### config.mk
export PLATFORM = sky130hd
export DESIGN_NAME = reg_lock_retention_ctrl
export DESIGN_NICKNAME = d
export VERILOG_FILES = /design/src/rtl/reg_lock_retention_ctrl.sv
export SDC_FILE = /design/constraint.sdc
export NUM_CORES = 1
export LEC_CHECK = 0
export BUFFER_PORTS_ARGS = -buffer_cell sky130_fd_sc_hd__buf_4
export CAP_MARGIN = 20
export CELL_PAD_IN_SITES_DETAIL_PLACEMENT = 0
export CELL_PAD_IN_SITES_GLOBAL_PLACEMENT = 2
export CORE_MARGIN = 2
export CORE_UTILIZATION = 34
export CTS_CLUSTER_SIZE = 10
export DETAILED_ROUTE_END_ITERATION = 8
export PLACE_DENSITY_LB_ADDON = 0.1
export SYNTH_ARGS = -nofsm -noshare
export SYNTH_HDL_FRONTEND = slang
export SYNTH_SLANG_ARGS = --single-unit
### constraint.sdc
create_clock -name clk_i -period 3.3 [get_ports clk_i]
set_input_delay 0.33 -clock clk_i [delete_from_list [all_inputs] [get_ports clk_i]]
set_output_delay 0.33 -clock clk_i [all_outputs]
set_load 0.05 [all_outputs]
### src/rtl/reg_lock_retention_ctrl.sv
// Bank of lockable configuration registers with sticky lock bits that survive
// sleep isolation and the sequential restore walk; only rst_i clears a lock.
module reg_lock_retention_ctrl #(
  parameter  int NUM_REGS = 6,
  parameter  int DATA_W   = 32,
  localparam int AW       = $clog2(NUM_REGS)
) (
  input  logic                       clk_i,
  input  logic                       rst_i,
  input  logic                       wr_en_i,
  input  logic [AW-1:0]              wr_addr_i,
  input  logic [DATA_W-1:0]          wr_data_i,
  input  logic                       lock_en_i,
  input  logic [AW-1:0]              lock_addr_i,
  input  logic                       sleep_req_i,
  input  logic                       wake_req_i,
  output logic                       wr_ack_o,
  output logic                       wr_err_o,
  output logic                       busy_o,
  output logic [1:0]                 state_o,
  output logic [NUM_REGS*DATA_W-1:0] reg_data_o,
  output logic [NUM_REGS-1:0]        reg_lck_o
);

  localparam int            IW   = $clog2(NUM_REGS + 1);
  localparam logic [AW:0]   NR_W = (AW+1)'(NUM_REGS);
  localparam logic [IW-1:0] LAST = IW'(NUM_REGS - 1);

  typedef enum logic [1:0] {
    ST_IDLE    = 2'b00,
    ST_SLEEP   = 2'b01,
    ST_RESTORE = 2'b10
  } state_t;

  state_t              state_q, state_d;
  logic [IW-1:0]       idx_q, idx_d;
  logic [DATA_W-1:0]   ret_q [NUM_REGS];
  logic [NUM_REGS-1:0] lck_q;
  logic                wr_ack_q, wr_err_q;
  logic                wr_accept, wr_reject, lock_set;

  always_comb begin
    state_d = state_q;
    idx_d   = idx_q;
    unique case (state_q)
      ST_IDLE: begin
        idx_d = '0;
        if (sleep_req_i) state_d = ST_SLEEP;
      end
      ST_SLEEP: begin
        if (wake_req_i) begin
          state_d = ST_RESTORE;
          idx_d   = '0;
        end
      end
      ST_RESTORE: begin
        // Last register becomes visible exactly as the bank returns to IDLE.
        if (idx_q == LAST) begin
          state_d = ST_IDLE;
          idx_d   = '0;
        end else begin
          idx_d = idx_q + IW'(1);
        end
      end
      default: begin
        state_d = ST_IDLE;
        idx_d   = '0;
      end
    endcase
  end

  // The lock check uses the pre-edge lock value, so a same-cycle write+lock lands the data.
  always_comb begin
    wr_accept = wr_en_i && (state_q == ST_IDLE) && ({1'b0, wr_addr_i} < NR_W)
                && !lck_q[wr_addr_i];
    wr_reject = wr_en_i && !wr_accept;
    lock_set  = lock_en_i && (state_q == ST_IDLE) && ({1'b0, lock_addr_i} < NR_W);
  end

  always_ff @(posedge clk_i) begin
    if (rst_i) begin
      state_q  <= ST_IDLE;
      idx_q    <= '0;
      lck_q    <= '0;
      wr_ack_q <= 1'b0;
      wr_err_q <= 1'b0;
      for (int i = 0; i < NUM_REGS; i++) ret_q[i] <= '0;
    end else begin
      state_q  <= state_d;
      idx_q    <= idx_d;
      wr_ack_q <= wr_accept;
      wr_err_q <= wr_reject;
      if (wr_accept) ret_q[wr_addr_i] <= wr_data_i;
      if (lock_set)  lck_q[lock_addr_i] <= 1'b1;
    end
  end

  always_comb begin
    reg_data_o = '0;
    for (int i = 0; i < NUM_REGS; i++) begin
      if ((state_q == ST_IDLE) || ((state_q == ST_RESTORE) && (IW'(i) < idx_q)))
        reg_data_o[i*DATA_W +: DATA_W] = ret_q[i];
    end
  end

  assign wr_ack_o  = wr_ack_q;
  assign wr_err_o  = wr_err_q;
  assign busy_o    = (state_q != ST_IDLE);
  assign state_o   = state_q;
  assign reg_lck_o = lck_q;

endmodule

# Word-level counts from Yosys, hierarchy flattened
# Memories as Yosys holds them, arrays and structs flattened.
# Cells that the tools add are included.
# classes
n_eq_ne,6
muxes,25
n_bitwise,1
n_reduce_logical,25
n_lt_le_gt_ge,11
n_addsub,1
# ops
operator,count
$mux W32,7
$reduce_or A32 Y1,1
$logic_and A1 B1 Y1,13
$mux W3,3
$lt A3 B4 Y1 const B,2
$mux W1,8
$logic_or A1 B1 Y1,6
$lt A1 B3 Y1 const A,2
$lt A2 B3 Y1 const A,2
$lt A3 B3 Y1 const A,2
$lt A3 B3 Y1 const B,2
$mux W2,3
$ne A2 B2 Y1 const B,3
$or A6 B6 Y6,1
$pmux W2 S3,1
$pmux W3 S2,1
$add A3 B1 Y3 const B,1
$bmux W1 S3,1
$demux W1 S3,1
$eq A3 B3 Y1 const B,1
$ge A3 B1 Y1 const B,1
$reduce_and A3 Y1,1
$eq A2 B1 Y1 const B,1
$eq A2 B2 Y1 const B,1
3 further kinds,4
# totals
in_bits,44
ramBits,192
wordCells,75
n_memories,1
ff_bits,13
output_inout_bits,203
# mem_list
memory,depth,width,read_ports,rd_ports_with_merged_regs,wr,line_no,source
ret_q,6,32,6,0,6,37,logic [DATA_W-1:0] ret_q [NUM_REGS];

# Depth between registers and ports, before layout
# Gate-level depths: netlist (run 1).
# logic_depth
word_depth,9
depth_mapped,5
mapped_depth_nobuf,3

# Worst setup path before layout (run 1)
# OpenSTA, ideal clock, no wires.
# synth_path
kind,register -> register
startpoint,"reg state_q[0], in the netlist state_o[0]"
endpoint,mem ret_q[0][0] (enable)
arrival_time_ns,2.592
stages_incl_launch_ff,6
t_required_ns,2.911
setup_slack_ns,0.319
path_buffers,2
setup_time_ns,0.389
synth_period_minus_slack_ns,2.981
path_cell_list,dfxtp_1 > or4b_1 > or4b_1 > buf_2 > buf_6 > nand2_1
# synth_rtl
element,line_no,source
from (decl),35,"state_t state_q, state_d;"
from (signal assigned),89,state_q <= state_d;
to (decl),37,

# Worst setup path in the final report (run 1)
# layout_path
startpoint,"reg state_q[1], in the netlist state_o[1]"
endpoint,out reg_data_o[97]
# layout_via
elab_chain_cells,4
elab_cells_between_ends,5
classes_between,1 x eq/ne; 1 x mux; 3 x reduce/logical
# layout_rtl
element,line_no,source
$eq A2 B2 Y1,101,if ((state_q == ST_IDLE) || ((state_q == ST_RESTORE) && (IW'(i) < idx_q)))
$logic_and A1 B1 Y1,101,
$logic_or A1 B1 Y1 *,101,
$mux W32 *,101,
to (decl),21,"output logic [NUM_REGS*DATA_W-1:0] reg_data_o,"
# Mark *: on every way between the ends. The rest lies on a longest branch, timed or not.

==> out/metrics.cfg, run 1 <==
[timing]
period_share_pct=84.5
finalSetupViolations=0
skew_ns=0.0151
worstMarginPinSlew_ns=0.994
holdWs_ns=0.0560
hold_violations=0
timing.fmax_ghz=0.359
grt_setup_unrepaired=false
drv_slew=0
setup_tns_ns=0
min_period_ns=2.79
worst_slack_ns=0.512
maxSlewHeadroom_pct=33.7

[grt]
first_global_vias=6446
grt_max_degree=41
antenna_found_initial=0
grtUsageTotal_pct=18.5
gr-total-overflow=0
grt_pass1_wl_um=40200

[worst_setup_path]
critical_path.cell_chain=nor2b_1, nor2_2, and2_1, buf_4
slowest_stage=nor2_2
reg2reg_depth=4
cp-endpoint=reg_data_o[97]
reg2reg_to=ret_q[0][20]
cpPeakStageDelay_ns=0.77
critical_path_class=reg2out
cp.buffers_inverters=1
startpoint=state_o[1]
worstSetupEndpointType=output pin
required_ns=2.97
r2r-start=state_o[1]
path_max_fanout=32
path_depth=4
path_delay_family=simple AND/OR/NAND/NOR gates
start_kind=register
r2r_setup_slack_ns=0.69
crit_arrival_ns=2.46

[yosys]
synth_xor_area_share_pct=0
synth_warnings=0
yosys.area_share.simple_pct=27.7
synth_compound_area_share_pct=1.81
synth_fa_ha_area_share_pct=0.136
synthDistinctLibCells=35
muxShareOfSynthArea_pct=0.340
synthesis.nets=829
synth_top_family_by_area=simple AND/OR/NAND/NOR gates
synthCells=784
synth-seq-cells=205
syn-cell-area_mm2=0.00919
synth_area_per_cell_um2=11.7
synth_seq_area_share_pct=65.6

[layout]
drive_gt1_share_pct=32.4
areaGrowthSynthToFinish_pct=31.6
nets=1065
diodes=0

[clock_tree]
root_buffer=clkbuf_16
cts-root-to-sink-buffers=3
ctsResizeCount=0
cts_hold_buf=0
numClockSinks=205
cts_tree=yes
clk_latency_ns=0.52
post_cts_buffers=0
path_clk_slew_ns=0.06
cts_buffers=24
cts_max_level=1

[place]
dp_slack_ns=0.684
numPortBuffers=246
globalplace.congestion=0.750
hpwl_um=18500

[drt]
avgViaCountPerCell=4.67
ant_nets=0
first_pass_iters=4
num_vias=6443
drt-wirelength-per-cell_um=19.4
drtIter0Drc=318
drc=0
drt-total-wl_um=26800

[power]
totalPowerFinal_w=0.00691
ir_drop_mv=0.375
power_density_mw_per_mm2=571
p_leak_nw=5.01

[hold_path]
hold_class=in2reg
hold-path-cell-count=3

[floorplan]
ioPinCount=247
fp.dieH_um=168
dieArea_mm2=0.0284
initial_utilization_pct=34.4
core_mm2=0.0267
num_rows=60
die_w_um=168

[outcome]
status=finished, final reports clean

[job]
cap_violations=0

[power breakdown]
part | internal, W | switching [W]
Combinational | 0.000412 | 0.00111
Sequential | 0.00297 | 0.0000333
Clock | 0.00136 | 0.00102
Total | 0.00475 | 0.00216
[worst min path at each step]
stage / from / slack (ns) / endpoint
floorplan: rst_i / 0.40 / idx_q[2]
global placement: reg_lck_o[3] / 0.51 / reg_lck_o[3]
detailed placement: reg_lck_o[3] / 0.51 / reg_lck_o[3]
CTS: sleep_req_i / 0.04 / state_o[0]
global route: sleep_req_i / 0.07 / state_o[0]
finish: sleep_req_i / 0.06 / state_o[0]
[cells in the final DEF (no fill, tap or decap), types with 3 or more instances in the layout]
cell type and count:
and2_1 192, inv_1 37, a21oi_2 4, nor2_2 31, clkbuf_16 24, a31oi_1 5, buf_4 267, nor2b_1 4
nand3b_1 3, and4_1 32, a21o_1 3, nand2_1 37, nor3_1 32, nor2_1 110, clkbuf_1 18, dfxtp_1 13
a21oi_1 3, or4b_1 3, edfxtp_1 192
[per-stage QoR]
stage | util [%] | area (um^2) | std cells
6_report | 45.2 | 12100 | 1379
5_1_grt | 45.2 | 12100 | 1379
4_1_cts | 45.2 | 12100 | 1379
3_5_place_dp | 42.7 | 11400 | 1335
3_3_place_gp | 42.7 | 11400 | 1335
2_1_floorplan | - | 9190 | 784
[per-layer routing]
layer / part of all wire, % / up-vias / GRT usage (%)
met4: 1.8 / 0 / 4.16
met2: 44 / 206 / 28.1
met1: 47 / 3077 / 26.6
met3: 7.2 / 32 / 5.03
li1: - / 3128 / -
met5: 0 / - / 0
[final cells by class]
type                    instances  area (um^2)
clock buffers                  42          668
clock inverters                 2         20.0
fillers                      2624        14600
inverters                      38          143
multi-input cells             483         2790
flip-flops and latches        205         6030
well taps                     341          427
repair buffers                268         2020
[cell usage after synthesis]
cell	count	area (um^2)
and2_1	192	1200
edfxtp_1	192	5770
nor2_1	112	420
clkbuf_1	47	176
nand2_1	39	146
inv_1	38	143
and4_1	32	280
nor3_1	32	160
nor2_2	29	181
dfxtp_1	13	260
a21oi_1	7	35.0
buf_6	6	67.6
a31oi_1	5	31.3
buf_2	5	25.0
nor2b_1	4	25.0
or4b_1	4	40.0
a21o_1	3	22.5
nand3b_1	3	22.5
a41oi_1	2	17.5
mux2i_1	2	20.0
nor3b_1	2	15.0
o21ai_0	2	10.0
a221oi_2	1	15.0
a22o_1	1	8.76
a32oi_1	1	8.76
ha_1	1	12.5
mux2_2	1	11.3
nand4b_1	1	8.76
nand4bb_1	1	11.3
nor4b_1	1	8.76
nor4bb_1	1	10.0
o2111ai_1	1	8.76
o31a_1	1	8.76
or2_2	1	6.26
or3_1	1	6.26
[kinds of logic after synthesis]
family | count (synthesis)
flip-flops | 205
buffers and inverters | 96
AND/OR/NAND/NOR | 455
AO/OA/AOI/OAI | 24
multiplexers | 3
adder cells (fa/ha/maj) | 1
[worst reg2reg max path: stages, from the launching register on]
cell,delay (ns)
dfxtp_1,0.44
or4b_1,0.59
or4b_2,0.72
nand2_1,0.11
buf_4,0.39
[sequential cells by signal (all words and copies together), names as in the netlist]
signal,cells
state_o,2
ret_q,192
wr_err_o,1
reg_lck_o,6
idx_q,3
wr_ack_o,1
Note: power is estimated with default switching activity, not from simulation.
==> run 2: changes to the inputs <==
- clock period: 3.3 -> 2.65 ns (I/O delays scaled with it)
==> run 2 against run 1 <==
  * Global-route usage about the same
  * Sequential share of layout area shrank 0.13 points
  * Core utilization increased by 0.12 points
  * Die area did not move
  * Largest power group unchanged
  * First-iteration DRC count up 14%
  * Flip-flop and latch count unchanged
==> out/metrics.cfg, run 2 (synthesis gave the netlist of run 1 again) <==
[layout]
diodes=0  ; unchanged
final_common_cell=buf_4
fillers=2581  ; -1.6%
drive_gt1_share_pct=32.5  ; +0.094 points
largest_reg_flops=192  ; unchanged
layout_common_cells=buf_4 (265), and2_1 (192), edfxtp_1 (192), nor2_1 (111), inv_1 (37)
areaGrowthSynthToFinish_pct=31.9
multi_input_area_mm2=0.00280  ; +0.54%
regMostFlops=ret_q
nets=1066  ; +0.094%
final_util_pct=45.4  ; +0.12 points
final-seq-area_mm2=0.00603  ; unchanged

[floorplan]
core_mm2=0.0267  ; unchanged
ioPinCount=247  ; unchanged
initial_utilization_pct=34.4  ; unchanged
dieArea_mm2=0.0284  ; unchanged
die_w_um=168  ; unchanged
fp.dieH_um=168  ; unchanged
num_rows=60  ; unchanged

[worst_setup_path]
startpoint=state_o[1]
cpPeakStageDelay_ns=0.39  ; -0.38 ns
path_delay_family=buffers and inverters
r2r-start=state_o[1]
critical_path.cell_chain=buf_4, nor3b_1, a21oi_2, buf_4, and2_1, buf_4
crit_arrival_ns=2.18  ; -0.28 ns
critical_path_class=reg2out
crit_top_cell=buf_4
start_kind=register
worstSetupEndpointType=output pin
required_ns=2.38  ; -0.59 ns
path_max_fanout=32  ; unchanged
cp.buffers_inverters=3  ; +2
slowest_stage=nor3b_1

[drt]
drt-wirelength-per-cell_um=19.5  ; +0.35%
drt-total-wl_um=26900  ; +0.13%
num_vias=6354  ; -1.4%
ant_nets=0  ; unchanged
avgViaCountPerCell=4.62  ; -1.2%
drc=0  ; unchanged
drtIter0Drc=362  ; +14%
first_pass_iters=5  ; +1

[power]
ir_drop_mv=0.430  ; +15%
p_leak_nw=5.02  ; +0.17%
p_sw_w=0.00267  ; +24%
swShare_pct=31.0  ; -0.29 points
clkPwrFrac_pct=34.6  ; about the same
comb_power_share_pct=22.0  ; about the same
p_int_w=0.00595  ; +25%
power_density_mw_per_mm2=711  ; +24%
pwr-share-seq_pct=43.4  ; about the same

[clock_tree]
path_clk_slew_ns=0.05  ; about the same
cts_buffers=25  ; +4.2%
ctsResizeCount=0  ; unchanged
post_cts_buffers=0  ; unchanged
root_buffer=clkbuf_16
cts_tree=yes
cts-root-to-sink-buffers=3  ; unchanged
clk_latency_ns=0.51  ; about the same
numClockSinks=205  ; unchanged
cts_max_level=1  ; unchanged

[grt]
gr-total-overflow=0  ; unchanged
grt_pass1_wl_um=40500  ; +0.72%
grt_max_degree=41  ; unchanged
antenna_found_initial=0  ; unchanged
first_global_vias=6611  ; +2.6%
grtUsageTotal_pct=18.5  ; -0.024 points

[timing]
hold_violations=0  ; unchanged
min_period_ns=2.45
maxSlewHeadroom_pct=53.4  ; +20 points
drv_slew=0  ; unchanged
timing.fmax_ghz=0.409
period_share_pct=92.3
setup_tns_ns=0  ; unchanged
skew_ns=0.00827  ; -0.00680 ns
worstMarginPinSlew_ns=0.689  ; -0.305 ns
worst_slack_ns=0.204  ; -0.308 ns
grt_setup_unrepaired=false
finalSetupViolations=0  ; unchanged

[job]
cap_violations=0  ; unchanged

[hold_path]
hold_start=lock_addr_i[0]
hold_class=in2reg

[place]
globalplace.congestion=0.760  ; +1.4%
dp_slack_ns=0.210  ; -0.474 ns
numPortBuffers=246  ; unchanged
hpwl_um=18300  ; -0.70%

[outcome]
status=finished, final reports clean

[run 2: cell types whose count changed in the layout (fill, tap and decap cells not counted)]
cell and delta:
nand2_2 -2, buf_4 -2, clkbuf_16 +1, clkbuf_1 -4, nor2_1 +1, nand2_4 +3
nand2_1 -1, nor2_2 -1, clkinvlp_4 +1, dlygate4sd3_1 +1, clkinv_8 -1, buf_12 +1
[run 2: final cells by class]
| type | count | area share (%) |
|---|---|---|
| clock buffer | 39 | 5.59 |
| tap | 341 | 3.52 |
| inverter | 38 | 1.18 |
| timing repair buffer | 268 | 16.8 |
| sequential | 205 | 49.7 |
| clock inverter | 2 | 0.0929 |
| multi-input combinational | 483 | 23.1 |
[run 2: per-layer routing]
layer	part of all wire [%]	track usage (%)	routed length (um)	vias to the layer above
li1	-	-	-	3119
met1	47	27.0	12600	3008
met2	44	27.7	11700	204
met3	8.2	5.01	2220	23
met4	1.2	4.01	317	0
met5	0	0	0	-
[run 2: power by group through the flow]
stage | Combinational [W] | Sequential (W) | Clock, W
after global routing | 0.00201 | 0.00376 | 0.00317
after detailed placement | 0.00192 | 0.00381 | 0
final | 0.00190 | 0.00374 | 0.00298
after global placement | 0.00192 | 0.00381 | 0
after CTS | 0.00193 | 0.00374 | 0.00306
after floorplan | 0.00124 | 0.00382 | 0
[run 2: worst min-delay path, delay by kind of cell]
family | cells | cell delay [ns]
compound gates | 1 | 0.07
simple gates | 1 | 0.07
buf+inv | 1 | 0.10
[run 2: final timing paths]
check	to	slack [ns]	cells past startpoint
setup / recovery	reg_data_o[25]	0.20	6
hold / removal	reg_lck_o[5]	0.04	3
hold reg to reg	reg_lck_o[3]	0.52	2
setup reg to reg	ret_q[0][21]	0.28	3
[run 2: per-stage QoR]
| stage | std cells | instance area [um^2] | total power, W | hold WS, ns |
|---|---|---|---|---|
| finish | 1376 | 12100 | 0.00862 | 0.0400 |
| global route | 1376 | 12100 | 0.00894 | 0.0547 |
| CTS | 1376 | 12100 | 0.00873 | 0.0216 |
| global placement | 1334 | 11400 | 0.00573 | 0.509 |
| floorplan | 784 | 9210 | 0.00506 | 0.334 |
| detailed placement | 1334 | 11400 | 0.00573 | 0.512 |
[run 2: timing repair]
action	CTS	global route
hold buffers	1	0
endpoints found under the hold margin	1	0
setup endpoints to repair	0	0
